<file path="config.mk">
export PLATFORM = sky130hd
export DESIGN_NAME = pipeline_stall_ctrl_flat
export DESIGN_NICKNAME = d
export VERILOG_FILES = /design/src/rtl/pipeline_stall_ctrl_pkg.sv /design/src/rtl/pipeline_stall_ctrl_if.sv /design/src/rtl/pipeline_stall_ctrl_sat_counter.sv /design/src/rtl/pipeline_stall_ctrl.sv /design/src/flat_wrapper.sv
export SDC_FILE = /design/constraint.sdc
export NUM_CORES = 1
export LEC_CHECK = 0
export CORE_MARGIN = 3
export CORE_UTILIZATION = 50
export DETAILED_ROUTE_END_ITERATION = 10
export PLACE_DENSITY_LB_ADDON = 0.1
export SLEW_MARGIN = 20
export SYNTH_ARGS = -nofsm -noshare
export SYNTH_HDL_FRONTEND = slang
export SYNTH_HIERARCHICAL = 1
export SYNTH_SLANG_ARGS = --single-unit
</file>
<file path="constraint.sdc">
create_clock -name clk -period 3 [get_ports clk]
set_input_delay 0.6 -clock clk [delete_from_list [all_inputs] [get_ports clk]]
set_output_delay 0.6 -clock clk [all_outputs]
set_load 0.02 [all_outputs]
</file>
<file path="src/rtl/pipeline_stall_ctrl_pkg.sv">
// Shared types for the pipeline stall/flush controller: FSM state encoding
// and the bundle of per-stage register controls.
package pipeline_stall_ctrl_pkg;

  typedef enum logic [1:0] {
    ST_RUN      = 2'd0,
    ST_MEM_WAIT = 2'd1,
    ST_DRAIN    = 2'd2,
    ST_HALTED   = 2'd3
  } state_t;

  typedef struct packed {
    logic pc_write;
    logic if_id_write;
    logic if_id_flush;
    logic id_ex_bubble;
    logic ex_mem_write;
    logic mem_wb_write;
  } ctrl_t;

  localparam ctrl_t CTRL_FREEZE = '0;
  localparam ctrl_t CTRL_RUN    = '{pc_write: 1'b1, if_id_write: 1'b1, if_id_flush: 1'b0,
                                    id_ex_bubble: 1'b0, ex_mem_write: 1'b1, mem_wb_write: 1'b1};

endpackage

</file>
<file path="src/rtl/pipeline_stall_ctrl_if.sv">
// Hazard indications into the controller and register controls back out to
// the pipeline; master is the pipeline side, slave is the controller.
interface pipeline_stall_ctrl_if;
  logic hazard;
  logic mispredict;
  logic ex_halt;
  logic mem_stall;
  logic pc_write;
  logic if_id_write;
  logic if_id_flush;
  logic id_ex_bubble;
  logic ex_mem_write;
  logic mem_wb_write;
  logic is_halted;

  modport master (
    output hazard, mispredict, ex_halt, mem_stall,
    input  pc_write, if_id_write, if_id_flush, id_ex_bubble,
    input  ex_mem_write, mem_wb_write, is_halted
  );

  modport slave (
    input  hazard, mispredict, ex_halt, mem_stall,
    output pc_write, if_id_write, if_id_flush, id_ex_bubble,
    output ex_mem_write, mem_wb_write, is_halted
  );
endinterface

</file>
<file path="src/rtl/pipeline_stall_ctrl_sat_counter.sv">
// Event counter that sticks at all-ones instead of wrapping.
module sat_counter #(
  parameter int WIDTH = 32
) (
  input  logic             clk,
  input  logic             reset,
  input  logic             inc,
  output logic [WIDTH-1:0] value
);

  function automatic logic [WIDTH-1:0] sat_inc(input logic [WIDTH-1:0] cur);
    if (&cur) return cur;
    return cur + WIDTH'(1);
  endfunction

  always_ff @(posedge clk) begin
    if (reset)
      value <= '0;
    else if (inc)
      value <= sat_inc(value);
  end

endmodule

</file>
<file path="src/rtl/pipeline_stall_ctrl.sv">
// Converts raw hazard, mispredict, halt and memory-wait indications into
// per-stage register controls for the 5-stage core, with stall/flush counters.
module pipeline_stall_ctrl
  import pipeline_stall_ctrl_pkg::*;
#(
  parameter int DRAIN_CYCLES = 2,
  parameter int CNT_W        = 32
) (
  input  logic                 clk,
  input  logic                 reset,
  pipeline_stall_ctrl_if.slave bus,
  output logic [CNT_W-1:0]     stall_cycles,
  output logic [CNT_W-1:0]     flush_count
);

  localparam int DW = (DRAIN_CYCLES > 1) ? $clog2(DRAIN_CYCLES) : 1;

  state_t        state, state_next;
  logic          pending_flush, pending_next;
  logic [DW-1:0] drain_cnt, drain_next;
  logic          halted, halted_next;
  logic          stall_inc, flush_inc;
  logic          eff_mispredict;
  ctrl_t         ctrl;

  // pending_flush is only ever set while in MEM_WAIT, so OR-ing it in here
  // replays a mispredict that arrived during the memory wait on release.
  assign eff_mispredict = bus.mispredict | pending_flush;

  always_ff @(posedge clk) begin
    if (reset) begin
      state         <= ST_RUN;
      pending_flush <= 1'b0;
      drain_cnt     <= '0;
      halted        <= 1'b0;
    end else begin
      state         <= state_next;
      pending_flush <= pending_next;
      drain_cnt     <= drain_next;
      halted        <= halted_next;
    end
  end

  always_comb begin
    state_next   = state;
    pending_next = pending_flush;
    drain_next   = drain_cnt;
    halted_next  = halted;
    stall_inc    = 1'b0;
    flush_inc    = 1'b0;
    ctrl         = CTRL_FREEZE;

    case (state)
      ST_RUN, ST_MEM_WAIT: begin
        if (bus.mem_stall) begin
          pending_next = pending_flush | bus.mispredict;
          state_next   = ST_MEM_WAIT;
        end else begin
          pending_next = 1'b0;
          state_next   = ST_RUN;
          ctrl         = CTRL_RUN;
          if (bus.ex_halt) begin
            ctrl.pc_write     = 1'b0;
            ctrl.if_id_flush  = 1'b1;
            ctrl.id_ex_bubble = 1'b1;
            drain_next        = DW'(DRAIN_CYCLES - 1);
            state_next        = ST_DRAIN;
          end else if (eff_mispredict) begin
            // A concurrent hazard is on a wrong-path instruction: no stall.
            ctrl.if_id_flush  = 1'b1;
            ctrl.id_ex_bubble = 1'b1;
            flush_inc         = 1'b1;
          end else if (bus.hazard) begin
            ctrl.pc_write     = 1'b0;
            ctrl.if_id_write  = 1'b0;
            ctrl.id_ex_bubble = 1'b1;
            stall_inc         = 1'b1;
          end
        end
      end

      ST_DRAIN: begin
        ctrl.if_id_flush  = 1'b1;
        ctrl.id_ex_bubble = 1'b1;
        ctrl.ex_mem_write = !bus.mem_stall;
        ctrl.mem_wb_write = !bus.mem_stall;
        if (!bus.mem_stall) begin
          if (drain_cnt == '0) begin
            halted_next = 1'b1;
            state_next  = ST_HALTED;
          end else begin
            drain_next = drain_cnt - DW'(1);
          end
        end
      end

      ST_HALTED: ctrl = CTRL_FREEZE;

      default: state_next = ST_RUN;
    endcase
  end

  assign bus.pc_write     = ctrl.pc_write;
  assign bus.if_id_write  = ctrl.if_id_write;
  assign bus.if_id_flush  = ctrl.if_id_flush;
  assign bus.id_ex_bubble = ctrl.id_ex_bubble;
  assign bus.ex_mem_write = ctrl.ex_mem_write;
  assign bus.mem_wb_write = ctrl.mem_wb_write;
  assign bus.is_halted    = halted;

  sat_counter #(.WIDTH(CNT_W)) u_stall_cnt (
    .clk   (clk),
    .reset (reset),
    .inc   (stall_inc),
    .value (stall_cycles)
  );

  sat_counter #(.WIDTH(CNT_W)) u_flush_cnt (
    .clk   (clk),
    .reset (reset),
    .inc   (flush_inc),
    .value (flush_count)
  );

endmodule

</file>
<file path="src/flat_wrapper.sv">
// flat-port wrapper written by rule: the top's interface ports become plain ports
module pipeline_stall_ctrl_flat import pipeline_stall_ctrl_pkg::*;
#(
  parameter int DRAIN_CYCLES = 2,
  parameter int CNT_W        = 32
)
  (clk, reset, stall_cycles, flush_count, bus_hazard, bus_mispredict, bus_ex_halt, bus_mem_stall, bus_pc_write, bus_if_id_write, bus_if_id_flush, bus_id_ex_bubble, bus_ex_mem_write, bus_mem_wb_write, bus_is_halted);
  pipeline_stall_ctrl_if bus_i ();
  input  logic clk;
  input  logic reset;
  output logic [CNT_W-1:0] stall_cycles;
  output logic [CNT_W-1:0] flush_count;
  input wire logic [$bits(bus_i.hazard)-1:0] bus_hazard;
  input wire logic [$bits(bus_i.mispredict)-1:0] bus_mispredict;
  input wire logic [$bits(bus_i.ex_halt)-1:0] bus_ex_halt;
  input wire logic [$bits(bus_i.mem_stall)-1:0] bus_mem_stall;
  output wire logic [$bits(bus_i.pc_write)-1:0] bus_pc_write;
  output wire logic [$bits(bus_i.if_id_write)-1:0] bus_if_id_write;
  output wire logic [$bits(bus_i.if_id_flush)-1:0] bus_if_id_flush;
  output wire logic [$bits(bus_i.id_ex_bubble)-1:0] bus_id_ex_bubble;
  output wire logic [$bits(bus_i.ex_mem_write)-1:0] bus_ex_mem_write;
  output wire logic [$bits(bus_i.mem_wb_write)-1:0] bus_mem_wb_write;
  output wire logic [$bits(bus_i.is_halted)-1:0] bus_is_halted;
  assign bus_i.hazard = bus_hazard;
  assign bus_i.mispredict = bus_mispredict;
  assign bus_i.ex_halt = bus_ex_halt;
  assign bus_i.mem_stall = bus_mem_stall;
  assign bus_pc_write = bus_i.pc_write;
  assign bus_if_id_write = bus_i.if_id_write;
  assign bus_if_id_flush = bus_i.if_id_flush;
  assign bus_id_ex_bubble = bus_i.id_ex_bubble;
  assign bus_ex_mem_write = bus_i.ex_mem_write;
  assign bus_mem_wb_write = bus_i.mem_wb_write;
  assign bus_is_halted = bus_i.is_halted;
  pipeline_stall_ctrl #(.DRAIN_CYCLES(DRAIN_CYCLES), .CNT_W(CNT_W)) u_core (.clk(clk), .reset(reset), .bus(bus_i), .stall_cycles(stall_cycles), .flush_count(flush_count));
endmodule
</file>
==> out/metrics.csv <==
metric;value;unit
status;finished with violations;
violated checks;design-rule violations;
drt first-iter violations;168;
CP Cell Sequence;clkdlybuf4s50_1 -> or2_1 -> a211oi_1 -> clkdlybuf4s50_1;
commonest cells in the netlist;69 x dfxtp_1, 47 x a21oi_1, 33 x nor2_1;
Switching Share;21.4;%
Crit. End Element;output port;
Setup WS post-layout;0.246;ns
register bit total from synthesis;69;
vias in the first global route;3326;
worst hold margin;0.452;ns
CTS Root Cell;clkbuf_8;
# clock sinks;69;
Synth Instances;431;
H-Tree Depth;3;
share of layout cells above drive strength 1;11.4;%
Starting Density;53.0;%
count of pins over their slew limit;0;
Min Clock Period, post-route;2.75;ns
crit path kind;in2out;
synth unique cells;58;
Clock Path Buffers;2;
part of the power in registers;46.8;%
DR pass1 iterations;9;
busiest grt layer;met2;
worst slew pin tran;0.632;ns
Final Hold Vio Count;0;
Avg WL per Cell;15.1;um
Switch Pwr;424;uW
ranking of synthesized cells by area;dfxtp_1 37%, a21oi_1 6.4%, or3_1 4.9%, nor2_1 3.3%, nand3_1 3.0%;
Peak VDD IR;0.242;mV
global-route met1 utilization;32.7;%
final setup TNS;0;ns
area of the die;8460;um^2
detail-routed via count per cell;5.86;
setup bufs post-CTS;0;
# DRC;1;
crit-path leading delay family;buffers and inverters;
YS warnings;6;
antenna violations before repair;0;
period utilization;91.8;%
slowest stage cell, crit path;clkdlybuf4s50_1;
DP HPWL;6550;um
Hold Crit Class;reg2reg;
max_slew headroom;57.5;%
CTS buffer count;9;
RSZ-0062 raised after global routing;false;
Syn-to-layout area delta;30.3;%
Worst Path Required;2.40;ns
crit path DAT;2.15;ns
cell area after synthesis;3700;um^2
GPL Wtd Cong;0.841;
Site Rows;30;
clock share of power;48.7;%
CP Launch Type;input pin;
Synth area leader;dfxtp_1;
crit-path max cell delay;0.65;ns
cts hold-fix bufs;0;
TritonCTS clock tree;built;
Power Internal;1.56;mW
post-route ant nets;0;
die height;92.0;um
post-synth top area share;37.3;%
combinational fraction of design power;4.5;%
cell leakage power;1.50;nW
Worst-Skew Late Latency;0.35;ns
power density cells;411;nW/um^2
total number of vias;3585;
max_cap viols;0;
all-layer global routing usage;22.6;%
fraction of registers with async set/reset;0;%
largest net degree at the start of global routing;33;
Post-synth top flop;dfxtp_1;
I/O pins;77;
final net count;519;
CP Max Fanout;5;
f_max;363;MHz
Worst Skew;0.0116;ns
CTS resizes;0;
most frequent cell after synthesis;dfxtp_1;
Die X;92.0;um
Final setup viols;0;
Cells after DPL;596;
CP most frequent cell;clkdlybuf4s50_1;
Syn Area/Cell;8.58;um^2
Worst-path clk slew;0.07;ns
Non-Filler Instances;612;
I/O Buffers;76;
core area;6980;um^2
pre-CTS setup slack;0.0711;ns
Routed WL;9260;um
CP bufs+invs;2;
syn nets;439;
Post-synth EDFFs;0;
Diodes inserted;0;
sequential-to-total area share from yosys stat;37.3;%
met2 Track Usage GR;33.4;%
global route overflow;0;
met3 GRT Util;3.61;%
first-pass GRT wire length;15900;um
flip-flops by register name, summed over array words and instances, names as in the netlist:
register                  cells
u_core/bus.is_halted          1
u_core/drain_cnt              1
u_core/pending_flush          1
u_core/state                  2
u_core/u_flush_cnt/value     32
u_core/u_stall_cnt/value     32
worst paths after layout:
kind | depth (start not counted) | slack (ns) | endpoint | from
min reg2reg | 2 | 0.45 | u_core/bus.is_halted | u_core/bus.is_halted
max | 4 | 0.25 | bus_pc_write | bus_mem_stall
max reg2reg | 8 | 0.66 | u_core/u_flush_cnt/value[26] | u_core/state[1]
min | 2 | 0.45 | u_core/bus.is_halted | u_core/bus.is_halted
logic make-up (layout without fill, tap and decap cells):
logic type                 after synthesis  after routing  synth area share, %
DFF                                     69             69                 37.3
and+or+nand+nor                        199            199                 33.1
buffers and inverters                   31            116                 3.89
adders and majority gates                2              2                0.676
xor gates and xnor gates                17             17                 4.03
muxes                                    6              6                 1.83
AOI/OAI and AO/OA                      107            107                 19.1
power groups by stage:
stage,sequential (mW),clock [mW],combinational (mW)
2_1_floorplan,0.949,0,0.0485
3_3_place_gp,0.949,0,0.0860
3_5_place_dp,0.950,0,0.0881
4_1_cts,0.928,0.981,0.0887
5_1_grt,0.930,1.02,0.0962
6_report,0.928,0.965,0.0885
cell type report:
type                       count  area, um^2
inverter                      13        48.8
tap                           96         120
fill                         593        2160
timing repair buffer          87         838
clock inverter                 5         106
multi-input combinational    331        2170
sequential                    69        1380
clock buffer                  11         151
metrics by stage:
step	utilization (%)	power [mW]	instance area, um^2
after floorplan	-	0.998	3700
after global placement	65.3	1.04	4560
after detailed placement	65.3	1.04	4560
after CTS	69.0	2.00	4820
after global routing	69.0	2.04	4820
final	69.0	1.98	4820
placed cells by master (no fill, tap or decap), drive strengths merged, types with 12 or more instances in the layout:
cell type,netlist,final
clkdlybuf4s50,0,75
dfxtp,69,69
a21oi,47,47
nor2,34,34
o21ai,32,32
or3,29,29
nand2,27,27
nand3,22,22
nand4,20,20
or4,14,14
inv,13,13
o31ai,13,13
buf,8,12
routing by layer:
layer / up-vias / wire length, um / share of wire, %
li1: 1783 / - / -
met1: 1688 / 4550 / 49
met2: 103 / 4120 / 45
met3: 11 / 479 / 5.2
met4: 0 / 110 / 1.2
met5: - / 0 / 0
worst reg2reg max path: stages (launching register included):
cell	delay [ns]
dfxtp_1	0.39
or2_1	0.31
nor3_1	0.23
buf_4	0.22
and4_4	0.28
nand4_4	0.19
a2111oi_4	0.39
xnor2_1	0.16
nor2_1	0.05
Power figures use the tool's default switching activity.
